===== src/rtl/fetch_stage.sv =====
// -----------------------------------------------------------------------------
// fetch_stage
//   Instruction-fetch stage for a single-issue RV32I hart. Owns the PC, issues
//   word reads to a synchronous instruction memory (1-cycle read latency) and
//   presents {instruction, pc, pc+4, valid} to decode. A one-entry skid
//   register catches the word that returns while decode is stalled, so no
//   instruction is lost and the stage sustains one instruction per cycle.
//
// Ports
//   i_clk, i_rst       clock, synchronous active-high reset
//   o_imem_ren         read request this cycle
//   o_imem_raddr       word-aligned byte address of the request
//   i_imem_rdata       read data, valid the cycle after an issued request
//   i_stall            decode cannot accept o_inst (ignored while !o_valid)
//   i_redirect         flush everything and refetch from i_redirect_pc
//   i_redirect_pc      redirect target (low two bits ignored)
//   o_valid            o_inst / o_pc hold a live instruction
//   o_inst, o_pc       fetched word and its address
//   o_pc_plus4         o_pc + 4 (wraps)
// -----------------------------------------------------------------------------
module fetch_stage #(
    parameter logic [31:0] RESET_ADDR = 32'h0000_0000
) (
    input  logic        i_clk,
    input  logic        i_rst,
    output logic        o_imem_ren,
    output logic [31:0] o_imem_raddr,
    input  logic [31:0] i_imem_rdata,
    input  logic        i_stall,
    input  logic        i_redirect,
    input  logic [31:0] i_redirect_pc,
    output logic        o_valid,
    output logic [31:0] o_inst,
    output logic [31:0] o_pc,
    output logic [31:0] o_pc_plus4
);

    logic [31:0] pc_q, pc_d;
    logic        pend_q, pend_d;
    logic [31:0] pend_pc_q, pend_pc_d;
    logic        skid_valid_q, skid_valid_d;
    logic [31:0] skid_inst_q, skid_inst_d;
    logic [31:0] skid_pc_q, skid_pc_d;
    logic        valid_q, valid_d;
    logic [31:0] inst_q, inst_d;
    logic [31:0] opc_q, opc_d;

    logic advance;
    logic issue;

    always_comb begin
        // Decode takes the current output (or there is none to take).
        advance      = !valid_q || !i_stall;
        issue        = advance && !i_redirect && !i_rst;
        o_imem_ren   = issue;
        o_imem_raddr = pc_q;

        pc_d         = pc_q;
        pend_d       = 1'b0;
        pend_pc_d    = pend_pc_q;
        skid_valid_d = skid_valid_q;
        skid_inst_d  = skid_inst_q;
        skid_pc_d    = skid_pc_q;
        valid_d      = valid_q;
        inst_d       = inst_q;
        opc_d        = opc_q;

        if (i_redirect) begin
            // Flush: the word returning this cycle is simply not captured.
            pc_d         = {i_redirect_pc[31:2], 2'b00};
            valid_d      = 1'b0;
            skid_valid_d = 1'b0;
        end else begin
            if (issue) begin
                pend_d    = 1'b1;
                pend_pc_d = pc_q;
                pc_d      = pc_q + 32'd4;
            end

            if (advance) begin
                if (skid_valid_q) begin
                    valid_d      = 1'b1;
                    inst_d       = skid_inst_q;
                    opc_d        = skid_pc_q;
                    skid_valid_d = 1'b0;
                    // Returning word refills the skid as it drains.
                    if (pend_q) begin
                        skid_valid_d = 1'b1;
                        skid_inst_d  = i_imem_rdata;
                        skid_pc_d    = pend_pc_q;
                    end
                end else if (pend_q) begin
                    valid_d = 1'b1;
                    inst_d  = i_imem_rdata;
                    opc_d   = pend_pc_q;
                end else begin
                    valid_d = 1'b0;
                end
            end else if (pend_q) begin
                // Stalled: park the single in-flight word.
                skid_valid_d = 1'b1;
                skid_inst_d  = i_imem_rdata;
                skid_pc_d    = pend_pc_q;
            end
        end
    end

    always_ff @(posedge i_clk) begin
        if (i_rst) begin
            pc_q         <= {RESET_ADDR[31:2], 2'b00};
            pend_q       <= 1'b0;
            pend_pc_q    <= 32'd0;
            skid_valid_q <= 1'b0;
            skid_inst_q  <= 32'd0;
            skid_pc_q    <= 32'd0;
            valid_q      <= 1'b0;
            inst_q       <= 32'd0;
            opc_q        <= 32'd0;
        end else begin
            pc_q         <= pc_d;
            pend_q       <= pend_d;
            pend_pc_q    <= pend_pc_d;
            skid_valid_q <= skid_valid_d;
            skid_inst_q  <= skid_inst_d;
            skid_pc_q    <= skid_pc_d;
            valid_q      <= valid_d;
            inst_q       <= inst_d;
            opc_q        <= opc_d;
        end
    end

    assign o_valid    = valid_q;
    assign o_inst     = inst_q;
    assign o_pc       = opc_q;
    assign o_pc_plus4 = opc_q + 32'd4;

endmodule


===== config.mk =====
export PLATFORM = sky130hd
export DESIGN_NAME = fetch_stage
export DESIGN_NICKNAME = d
export VERILOG_FILES = /design/src/rtl/fetch_stage.sv
export SDC_FILE = /design/constraint.sdc
export NUM_CORES = 1
export LEC_CHECK = 0
export ABC_AREA = 1
export CAP_MARGIN = 20
export CORE_MARGIN = 4
export CORE_UTILIZATION = 45
export CTS_CLUSTER_DIAMETER = 200
export DETAILED_ROUTE_END_ITERATION = 8
export DONT_BUFFER_PORTS = 1
export HOLD_SLACK_MARGIN = 0.1
export PLACE_DENSITY = 0.65
export SLEW_MARGIN = 40
export SYNTH_ARGS = -nofsm -noshare
export SYNTH_HDL_FRONTEND = slang
export SYNTH_SLANG_ARGS = --single-unit

===== constraint.sdc =====
create_clock -name i_clk -period 1.6 [get_ports i_clk]
set_input_delay 0.24 -clock i_clk [delete_from_list [all_inputs] [get_ports i_clk]]
set_output_delay 0.24 -clock i_clk [all_outputs]
set_load 0.005 [all_outputs]

==> qor.csv, run 1 <==
stage,metric,value,unit
run_status,outcome,finished with violations,
run_status,failing checks,setup timing,
die,Die ar.,0.0217,mm^2
critical_path,Worst Path Arrival,1.83,ns
yosys,post-synthesis sequential area ratio,42.8,%
global_route,grt total ovfl,0,
timing,final count of hold timing violations,0,
clock_network,Root Driver,clkbuf_16,
timing,Tightest Pin Transition,0.732,ns
clock_network,Num CTS Buffers,17,
power,total power,10.3,mW
yosys,mapped cell area,0.00874,mm^2
die,Starting Density,46.2,%
timing,Fin Clk Skew,0.00921,ns
routing,vias per inst,5.33,
critical_path,CP Class,reg2out,
critical_path,worst setup path startpoint,o_pc[2],
cells_and_area,Antenna Cells,0,
global_route,wire length of the first global-routing pass,40700,um
cells_and_area,synthesis-to-layout area growth,34.9,%
cells_and_area,fill count,1628,
timing,slew margin rel.,51.2,%
timing,final worst slack,-0.475,ns
critical_path,Register-to-Register Setup Slack,0.04,ns
timing,hold_ws,0.114,ns
min_path,worst hold path type,in2reg,
critical_path,CP cell instances,"ha_4, nand2_2, inv_2, nand2_4, nor2_4, nand2_2, nor2_4, nand2_1, nor2_2, xor2_1",
placed_design,gpl congestion,0.918,
die,core area,0.0189,mm^2
clock_network,latest clock arrival within the worst-skew pair,0.43,ns
routing,final WL,26300,um
yosys,Async SR Flop Fraction,0,%
cells_and_area,share of cells above drive strength 1,22.7,%
routing,drt first-iter violations,662,
clock_network,Clock transition at path regs,0.07,ns
power,PD cells,872,mW/mm^2
clock_network,CTS H-tree depth,4,
timing,Final Setup Violations,27,
placed_design,PortBufs,0,
critical_path,CP Launch Type,flip-flop,
cells_and_area,sequential cell area,0.00380,mm^2
cells_and_area,multi-input logic area,0.00468,mm^2
die,DIE HEIGHT,147,um
timing,Final Max Tran Viols,0,
critical_path,Crit. End Element,primary output,
routing,drt pass-1 iters,5,
yosys,Synth Register Bits,187,
global_route,GR Util All Layers,22.8,%
min_path,min-delay src,i_redirect,
power,Max VDD drop,0.766,mV
clock_network,clk sink count,187,
critical_path,worst r2r src,o_valid,
placed_design,post-detail-place hpwl,17200,um
timing,period utilisation layout,130,%
yosys,Yosys cell types,41,
global_route,antenna violations before repair,0,
clock_network,clock buffer depth,2,
cells_and_area,finished layout cell area,0.0118,mm^2
clock_network,CTS tree,done,
cells_and_area,fin nets,1426,
die,row count,50,
yosys,Post-Syn Instances,1223,
routing,vias,8689,
timing,RSZ-0062 raised after global routing,true,
critical_path,WP data required,1.36,ns
critical_path,"Max FO, Critical Path",3,
global_route,vias in the first global route,7830,
run,max-capacitance violation count,0,
timing,FMAX,0.482,GHz
die,I/O pin cnt,198,
routing,Avg WL per Cell,16.1,um
global_route,largest net degree at the start of global routing,63,
yosys,Synth Area per Inst,7.14,um^2
critical_path,crit path max-delay cell type,dfxtp_4,
yosys,Syn. warnings,0,
timing,fin crit period,2.07,ns
yosys,"EDFF count, synth",0,
critical_path,"slowest stage delay, CP",0.36,ns
routing,remaining antenna violation count,0,
routing,# DRC,0,
die,die width,147,um
yosys,Main synth FF type,dfxtp_1,
placed_design,placed inst area,0.00975,mm^2
power,P_leak,4.68,nW
## final cells by class
cell class              instances  area share [%]
well taps                     260            2.76
inverters                     127            4.13
repair buffers                193            16.2
clock buffers                  17            3.61
flip-flops and latches        187            32.2
multi-input cells             830            39.7
clock inverters                15            1.31
## layout by cell type, fill, tap and decap left out, types with 5 or more instances in the layout
| cell | synthesis | routed |
|---|---|---|
| nand2_1 | 267 | 248 |
| dfxtp_1 | 187 | 154 |
| o21ai_0 | 149 | 148 |
| inv_1 | 123 | 116 |
| buf_4 | 8 | 98 |
| a21oi_1 | 83 | 81 |
| a31oi_1 | 63 | 63 |
| nand3_1 | 70 | 62 |
| dlygate4sd3_1 | 0 | 58 |
| nor2_1 | 62 | 48 |
| dfxtp_2 | 0 | 28 |
| nand4_1 | 19 | 19 |
| clkbuf_16 | 0 | 19 |
| buf_12 | 0 | 18 |
| nor2_4 | 5 | 17 |
| nand2_2 | 4 | 14 |
| buf_6 | 3 | 14 |
| a22oi_1 | 15 | 13 |
| nor2_2 | 10 | 12 |
| xor2_2 | 0 | 10 |
| nand2_4 | 1 | 9 |
| nor3_1 | 14 | 9 |
| inv_2 | 3 | 7 |
| conb_1 | 1 | 6 |
| nand3_4 | 0 | 5 |
| xor2_1 | 15 | 5 |
| dfxtp_4 | 0 | 5 |
## what timing repair did
action / CTS / global route
cloned: 0 / 2
hold buffers: 61 / 0
resized for setup: 93 / 74
pin swaps: 24 / 27
hold endpoints to repair: 97 / 0
setup endpoints to repair: 36 / 198
setup buffers: 12 / 10
## worst paths after layout
kind	endpoint	cells after the start
max	o_pc_plus4[20]	10
min	o_imem_raddr[7]	4
max reg2reg	o_imem_raddr[14]	8
min reg2reg	skid_inst_q[0]	2
## cells by family after synthesis
group	share of synthesized area, %
DFF	42.8
AOI/OAI and AO/OA	20.6
adders and majority gates	0.286
buffers and inverters	10.1
other	0.0429
xor gates and xnor gates	2.61
and+or+nand+nor	23.6
## registers in the layout, summed over array words and instances, names as in the netlist
signal / count
o_inst: 32
skid_inst_q: 32
o_imem_raddr: 30
o_pc: 30
pend_pc_q: 30
skid_pc_q: 30
o_valid: 1
pend_q: 1
skid_valid_q: 1
## synthesized netlist by cell type, drive strengths merged (19+ instances only)
cell type | count | area (um^2)
nand2 | 272 | 1040
dfxtp | 187 | 3740
o21ai | 149 | 746
inv | 127 | 479
a21oi | 83 | 415
nor2 | 78 | 372
nand3 | 70 | 350
a31oi | 63 | 394
clkbuf | 45 | 170
buf | 39 | 229
nand4 | 19 | 119
## stage by stage
stage               setup slack, ns  instances  setup TNS, ns  utilization (%)
floorplan                   -0.0831       1228        -0.0831                -
global placement            -0.0874       1516         -0.327             51.6
detailed placement           -0.129       1516         -0.633             51.6
CTS                          -0.493       1618         -12.91             60.2
global route                 -0.607       1629         -12.02             62.4
finish                       -0.475       1629          -9.00             62.4
## worst max-delay path: cells and delay by family, from the launching register on
family	cells	cell delay, ns
adder cells (fa/ha/maj)	1	0.13
XOR/XNOR	1	0.21
buffers and inverters	1	0.07
AND/OR/NAND/NOR	7	0.63
flip-flops	1	0.36
## where the power goes
group / switching [mW] / total [mW] / internal (mW) / leakage [nW]
sequential: 0.206 / 5.04 / 4.84 / 1.54
clock: 2.01 / 4.10 / 2.08 / 0.278
combinational: 0.607 / 1.14 / 0.536 / 2.86
## metal layers
metal | wire length (um) | GRT usage [%]
met5 | 0 | 0
met4 | 421 | 7.08
met3 | 2060 | 5.00
met2 | 12400 | 35.6
met1 | 11400 | 31.6
(Power assumes the default switching activity.)
==> run 2: changes to the inputs <==
--- a/config.mk
+++ b/config.mk
@@ -9,2 +9,3 @@
 export CAP_MARGIN = 20
+export CORE_ASPECT_RATIO = 1.2
 export CORE_MARGIN = 4
@@ -15,2 +16,3 @@
 export HOLD_SLACK_MARGIN = 0.1
+export MAX_ROUTING_LAYER = met4
 export PLACE_DENSITY = 0.65
==> constraint.sdc (replaced) <==
create_clock -name i_clk -period 1.6 [get_ports i_clk]
set_input_delay 0.16 -clock i_clk [delete_from_list [all_inputs] [get_ports i_clk]]
set_output_delay 0.16 -clock i_clk [all_outputs]
set_load 0.005 [all_outputs]
==> run 2 against run 1 <==
  * The run still ends with setup timing left
  * Final cell count decreased by 0.12%
  * Clock skew increased by 0.0019 ns
  * Fmax increased by 5.2%
  * Register-to-register slack improved by 0.03 ns
  * Flip-flop and latch count unchanged
  * Cell area decreased by 1.3%
  * Critical path type unchanged
  * Highest routed layer unchanged
==> qor.csv, run 2 (synthesis results as in run 1) <==
stage,metric,value,unit,change
die,Die ar.,0.0217,mm^2,about the same
global_route,largest net degree at the start of global routing,69,,+9.5%
critical_path,Top delay family on crit path,flip-flops,,
clock_network,clk sink count,187,,unchanged
routing,# DRC,0,,unchanged
power,PD cells,878,mW/mm^2,+0.59%
placed_design,gpl congestion,0.916,,-0.27%
placed_design,Place WS,-0.0763,ns,+0.0526 ns
critical_path,FF-to-FF End,o_imem_raddr[28],,
timing,Final Setup Violations,40,,+48%
run_status,failing checks,setup timing,,
die,Starting Density,46.0,%,-0.24 points
routing,drt first-iter violations,500,,-24%
routing,vias,8550,,-1.6%
clock_network,CTS tree,done,,
routing,Max Used Layer,met4,,
critical_path,"Buf+Inv Stages, Crit Path",4,,+3
timing,RSZ-0062 raised after global routing,true,,
cells_and_area,Antenna Cells,0,,unchanged
timing,Tightest Pin Transition,0.968,ns,+0.237 ns
die,die width,135,um,-8.2%
power,P_leak,4.64,nW,-0.74%
global_route,wire length of the first global-routing pass,40200,um,-1.1%
die,row count,55,,+10%
cells_and_area,synthesis-to-layout area growth,33.1,%,
die,core area,0.0190,mm^2,+0.53%
cells_and_area,fin nets,1428,,+0.14%
global_route,antenna violations before repair,0,,unchanged
clock_network,CTS H-tree depth,4,,unchanged
critical_path,"slowest stage delay, CP",0.36,ns,about the same
cells_and_area,share of cells above drive strength 1,22.6,%,-0.11 points
cells_and_area,"non-filler cells, final",1627,,-0.12%
global_route,grt total ovfl,0,,unchanged
critical_path,reg2reg path depth,9,,+1
critical_path,Register-to-Register Setup Slack,0.07,ns,+0.03 ns
clock_network,latest clock arrival within the worst-skew pair,0.43,ns,about the same
die,DIE HEIGHT,161,um,+9.0%
timing,fin crit period,1.97,ns,-0.102 ns
routing,met1 wire length,11300,um,-0.99%
die,I/O pin cnt,198,,unchanged
timing,FMAX,0.507,GHz,+5.2%
critical_path,worst r2r src,o_valid,,
routing,drt pass-1 iters,5,,unchanged
critical_path,Worst Path Arrival,1.81,ns,-0.02 ns
run_status,outcome,finished with violations,,
critical_path,"Max FO, Critical Path",3,,unchanged
min_path,min-delay src,i_redirect_pc[13],,
critical_path,WP data required,1.44,ns,+0.08 ns
critical_path,CP Class,reg2out,,
global_route,GR Util All Layers,23.0,%,+0.19 points
timing,period utilisation layout,123,%,-6.4 points
critical_path,CP Launch Type,flip-flop,,
routing,remaining antenna violation count,0,,unchanged
clock_network,Root Driver,clkbuf_16,,
clock_network,clock buffer depth,2,,unchanged
min_path,worst hold path type,in2reg,,
min_path,Hold EP,o_imem_raddr[13],,
routing,met3 wire length,1720,um,-17%
timing,Final Max Tran Viols,0,,unchanged
timing,slew margin rel.,35.2,%,-16 points
routing,final WL,25500,um,-2.9%
run,max-capacitance violation count,0,,unchanged
placed_design,DP Cell Count,1505,,-0.73%
timing,final worst slack,-0.373,ns,+0.102 ns
global_route,vias in the first global route,7840,,+0.13%
routing,Avg WL per Cell,15.7,um,-2.7%
placed_design,post-detail-place hpwl,16800,um,-2.2%
placed_design,PortBufs,0,,unchanged
timing,Fin Clk Skew,0.0111,ns,+0.00193 ns
cells_and_area,"commonest non-fill, non-tap cell in the layout",nand2_1,,
min_path,Hold Path Depth,3,,-1
cells_and_area,utilization after layout,61.2,%,-1.1 points
critical_path,Crit. End Element,primary output,,
cells_and_area,highest-count cells in the layout ignoring fill and taps,"244 x nand2_1, 152 x dfxtp_1, 146 x o21ai_0, 113 x inv_1, 105 x buf_4",,
power,Max VDD drop,0.735,mV,-4.1%
routing,routed wire length on met2,12200,um,-1.6%
critical_path,crit path max-delay cell type,dfxtp_4,,
routing,vias per inst,5.26,,-1.5%
clock_network,Clock transition at path regs,0.07,ns,about the same
clock_network,Num CTS Buffers,17,,unchanged
critical_path,CP cell instances,"ha_4, nand2_4, inv_4, buf_4, nand2_4, inv_4, nand3_2, inv_2, nand4_1, xnor2_2",,
timing,final count of hold timing violations,0,,unchanged
-- run 2: repair_timing --
item                                    CTS  global route
hold buffers                             51            19
gates resized for setup                  56           119
endpoints found under the setup margin   30            76
pin swaps                                15            35
gates cloned                              0             0
hold endpoints to repair                101            23
setup buffers                             4            16
-- run 2: worst max-delay path by stage --
stage / to / depth (start not counted) / slack (ns) / startpoint
after global routing: o_pc_plus4[20] / 10 / -0.46 / o_pc[2]
after floorplan: o_pc_plus4[20] / 10 / -0.003 / o_pc[3]
after global placement: o_pc_plus4[20] / 10 / -0.06 / o_pc[3]
after detailed placement: o_pc_plus4[20] / 10 / -0.08 / o_pc[3]
after CTS: o_pc_plus4[20] / 10 / -0.33 / o_pc[2]
final: o_pc_plus4[30] / 10 / -0.37 / o_pc[2]
-- run 2: through the flow --
step           area [um^2]  hold WS (ns)  setup TNS (ns)  total power [mW]
6_report             11600        0.0808           -7.56              10.2
3_5_place_dp          9600         0.238          -0.311              5.97
5_1_grt              11600         0.119          -11.62              10.6
2_1_floorplan         8780         0.320        -0.00306              5.64
4_1_cts              10900        -0.108          -12.52              10.2
3_3_place_gp          9600         0.236          -0.117              5.96
-- run 2: power breakdown --
group / switching [mW] / internal, mW
sequential: 0.192 / 4.83
clock: 1.99 / 2.10
combinational: 0.594 / 0.500
total: 2.77 / 7.43
-- run 2: worst register-to-register path, delay by kind of cell, from the launching register on --
family | cells | cell delay, ns
simple gates | 6 | 0.64
flops | 1 | 0.31
buf+inv | 2 | 0.26
compound gates | 1 | 0.21
-- run 2: final cells by class --
cell class / instances / area [um^2]
Clock buffer: 18 / 439
Clock inverter: 14 / 133
Tap cell: 256 / 320
Sequential cell: 187 / 3810
Multi-Input combinational cell: 830 / 4650
Fill cell: 1711 / 7360
Inverter: 127 / 494
Timing Repair Buffer: 195 / 1790
-- run 2: per-layer routing --
metal,vias to the layer above,global-route usage [%]
met2,293,36.0
met4,0,5.59
li1,4317,-
met1,3905,30.7
met5,-,-
met3,35,4.67
==> run 3: changes to the inputs <==
SETUP_SLACK_MARGIN = 0.5   (was default)
==> run 3 against run 2 <==
  * The run ends with hold timing, setup timing left
  * Register-to-register slack worse by 0.41 ns
  * Total power up 10%
  * Worst setup slack worse by 0.13 ns
  * Flip-flop and latch count unchanged
  * Final cell count up 4.9%
  * Sequential share of layout area down 7.1 points
  * Fmax down 6.1%
  * Via count up 22%
  * Critical path type unchanged
  * Largest cell class unchanged
  * Largest power group unchanged
==> qor.csv, run 3 (synthesis results as in run 1) <==
stage,metric,value,unit,change
run_status,outcome,finished with violations,,
cells_and_area,highest-count cells in the layout ignoring fill and taps,"229 x nand2_1, 130 x dfxtp_1, 114 x inv_1, 105 x o21ai_2, 87 x buf_4",,
clock_network,clock buffer depth,2,,unchanged
critical_path,Stages on worst setup path,11,,+1
cells_and_area,utilization after layout,79.9,%,+19 points
critical_path,worst r2r src,o_valid,,
routing,Avg WL per Cell,24.3,um,+55%
global_route,grt met3 use,6.70,%,+2.0 points
power,sequential power share,45.4,%,-3.8 points
critical_path,"Buf+Inv Stages, Crit Path",2,,-2
global_route,antenna violations before repair,1,,+1
power,PD cells,742,mW/mm^2,-15%
run_status,failing checks,"hold timing, setup timing",,
timing,Tightest Pin Transition,0.627,ns,-0.341 ns
clock_network,latest clock arrival within the worst-skew pair,0.45,ns,+0.02 ns
cells_and_area,share of cells above drive strength 1,48.9,%,+26 points
global_route,largest net degree at the start of global routing,85,,+23%
global_route,busiest grt layer,met2,,
timing,period utilisation layout,131,%,+8.0 points
min_path,worst hold path type,in2reg,,
critical_path,Worst Path Arrival,1.94,ns,+0.13 ns
timing,hold_ws,-0.0951,ns,-0.176 ns
power,Sw Pwr,3.45,mW,+24%
placed_design,post-detail-place hpwl,16800,um,-0.18%
placed_design,PortBufs,0,,unchanged
routing,drt pass-1 iters,5,,unchanged
clock_network,"Hold-fix buffers, CTS",46,,-9.8%
timing,Fin Clk Skew,0.0180,ns,+0.00687 ns
clock_network,clk sink count,187,,unchanged
clock_network,Clock transition at path regs,0.08,ns,about the same
timing,Final Max Tran Viols,0,,unchanged
die,Die ar.,0.0217,mm^2,unchanged
cells_and_area,multi-input logic area,0.00623,mm^2,+34%
power,P_leak,5.84,nW,+26%
clock_network,Num CTS Buffers,17,,unchanged
die,die width,135,um,unchanged
routing,remaining antenna violation count,0,,unchanged
routing,final WL,41400,um,+62%
routing,vias per inst,6.14,,+17%
timing,slew margin rel.,58.2,%,+23 points
die,core area,0.0190,mm^2,unchanged
power,Sw Share,30.6,%,+3.4 points
global_route,wire length of the first global-routing pass,50300,um,+25%
placed_design,gpl congestion,0.905,,-1.2%
cells_and_area,sequential cell area,0.00389,mm^2,+2.2%
power,Internal Pwr Total,7.82,mW,+5.3%
power,combinational cell fraction of total power,16.8,%,+6.1 points
routing,# DRC,0,,unchanged
critical_path,crit path max-delay cell type,dfxtp_4,,
global_route,GR Util All Layers,29.7,%,+6.7 points
timing,final count of hold timing violations,20,,+20
clock_network,CTS H-tree depth,4,,unchanged
global_route,GR Util met1,33.9,%,+3.2 points
power,Max VDD drop,0.708,mV,-3.6%
cells_and_area,"commonest non-fill, non-tap cell in the layout",nand2_1,,
timing,Final Setup Violations,44,,+10%
critical_path,worst setup path startpoint,o_pc[2],,
min_path,Hold Path Depth,2,,-1
clock_network,Root Driver,clkbuf_16,,
clock_network,CTS tree,done,,
die,row count,55,,unchanged
global_route,vias in the first global route,9137,,+17%
cells_and_area,synthesis-to-layout area growth,73.8,%,
placed_design,Place WS,-0.201,ns,-0.125 ns
critical_path,CP Launch Type,flip-flop,,
critical_path,Top delay family on crit path,simple AND/OR/NAND/NOR gates,,
critical_path,"slowest stage delay, CP",0.36,ns,about the same
timing,FMAX,0.476,GHz,-6.1%
critical_path,"Max FO, Critical Path",2,,-1
global_route,grt total ovfl,0,,unchanged
min_path,min-delay src,i_redirect,,
timing,final worst slack,-0.501,ns,-0.129 ns
timing,fin crit period,2.10,ns,+0.129 ns
routing,vias,10470,,+22%
critical_path,Crit. End Element,primary output,,
cells_and_area,fin nets,1506,,+5.5%
critical_path,CP cell instances,"ha_4, nand2_2, inv_2, nand2_2, nor2_4, nand2_2, nor2_4, nand2_4, nor2_4, xor2_1, buf_4",,
run,max-capacitance violation count,0,,unchanged
die,DIE HEIGHT,161,um,unchanged
critical_path,WP data required,1.44,ns,about the same
power,Clk pwr share,37.9,%,-2.2 points
critical_path,reg2reg path depth,10,,+1
routing,drt first-iter violations,1032,,+110%
timing,RSZ-0062 raised after global routing,true,,
critical_path,CP Class,reg2out,,
cells_and_area,fill count,1068,,-38%
die,I/O pin cnt,198,,unchanged
die,Starting Density,46.0,%,unchanged
global_route,M2 GR Usage,50.4,%,+14 points
## run 3: worst register-to-register path, cell delays in order (launching register included)
cell,delay [ns]
dfxtp_4,0.37
nand2_4,0.10
nand2_8,0.08
buf_12,0.13
nor2_4,0.14
buf_12,0.15
buf_6,0.10
buf_6,0.10
buf_16,0.14
o21ai_2,0.06
a31oi_1,0.44
## run 3: stage by stage
step / cell area [um^2] / TNS [ns] / std cells / power, mW
2_1_floorplan: 9220 / 0 / 1228 / 5.73
3_3_place_gp: 9700 / -0.200 / 1477 / 5.98
3_5_place_dp: 9700 / -0.265 / 1477 / 5.99
4_1_cts: 13400 / -38.09 / 1656 / 10.8
5_1_grt: 15200 / -14.18 / 1706 / 11.6
6_report: 15200 / -10.83 / 1706 / 11.3
## run 3: worst paths after layout
path / end / slack, ns
worst min register to register: skid_inst_q[25] / 0.45
worst max-delay path: o_pc_plus4[20] / -0.50
worst max register to register: o_inst[17] / -0.34
worst min-delay path: o_imem_raddr[4] / -0.1
## run 3: layout make-up
class | instances | share of cell area [%]
Clock inverter | 15 | 0.964
Multi-Input combinational cell | 830 | 41.0
Inverter | 127 | 3.39
Timing Repair Buffer | 271 | 23.8
Antenna cell | 1 | 0.0165
Timing Repair inverter | 2 | 0.239
Tap cell | 256 | 2.11
Sequential cell | 187 | 25.6
Clock buffer | 17 | 2.80
## run 3: layer usage
layer,part of all wire [%],vias to the layer above
met5,0,-
met4,6.3,0
met3,9.4,202
met2,49,713
met1,35,5037
li1,-,4518
## run 3: power by group through the flow
stage / registers, mW / logic (mW) / clock network, mW
6_report: 5.11 / 1.89 / 4.27
2_1_floorplan: 5.11 / 0.615 / 0
3_3_place_gp: 5.15 / 0.827 / 0
4_1_cts: 5.05 / 1.49 / 4.22
5_1_grt: 5.12 / 1.98 / 4.47
3_5_place_dp: 5.15 / 0.837 / 0
## run 3: repair_timing
| action | in CTS | in global routing |
|---|---|---|
| pin swaps | 108 | 86 |
| gates cloned | 34 | 13 |
| setup buffers | 67 | 36 |
| setup endpoints to repair | 238 | 253 |
| endpoints found under the hold margin | 101 | 24 |
| resized for setup | 353 | 339 |
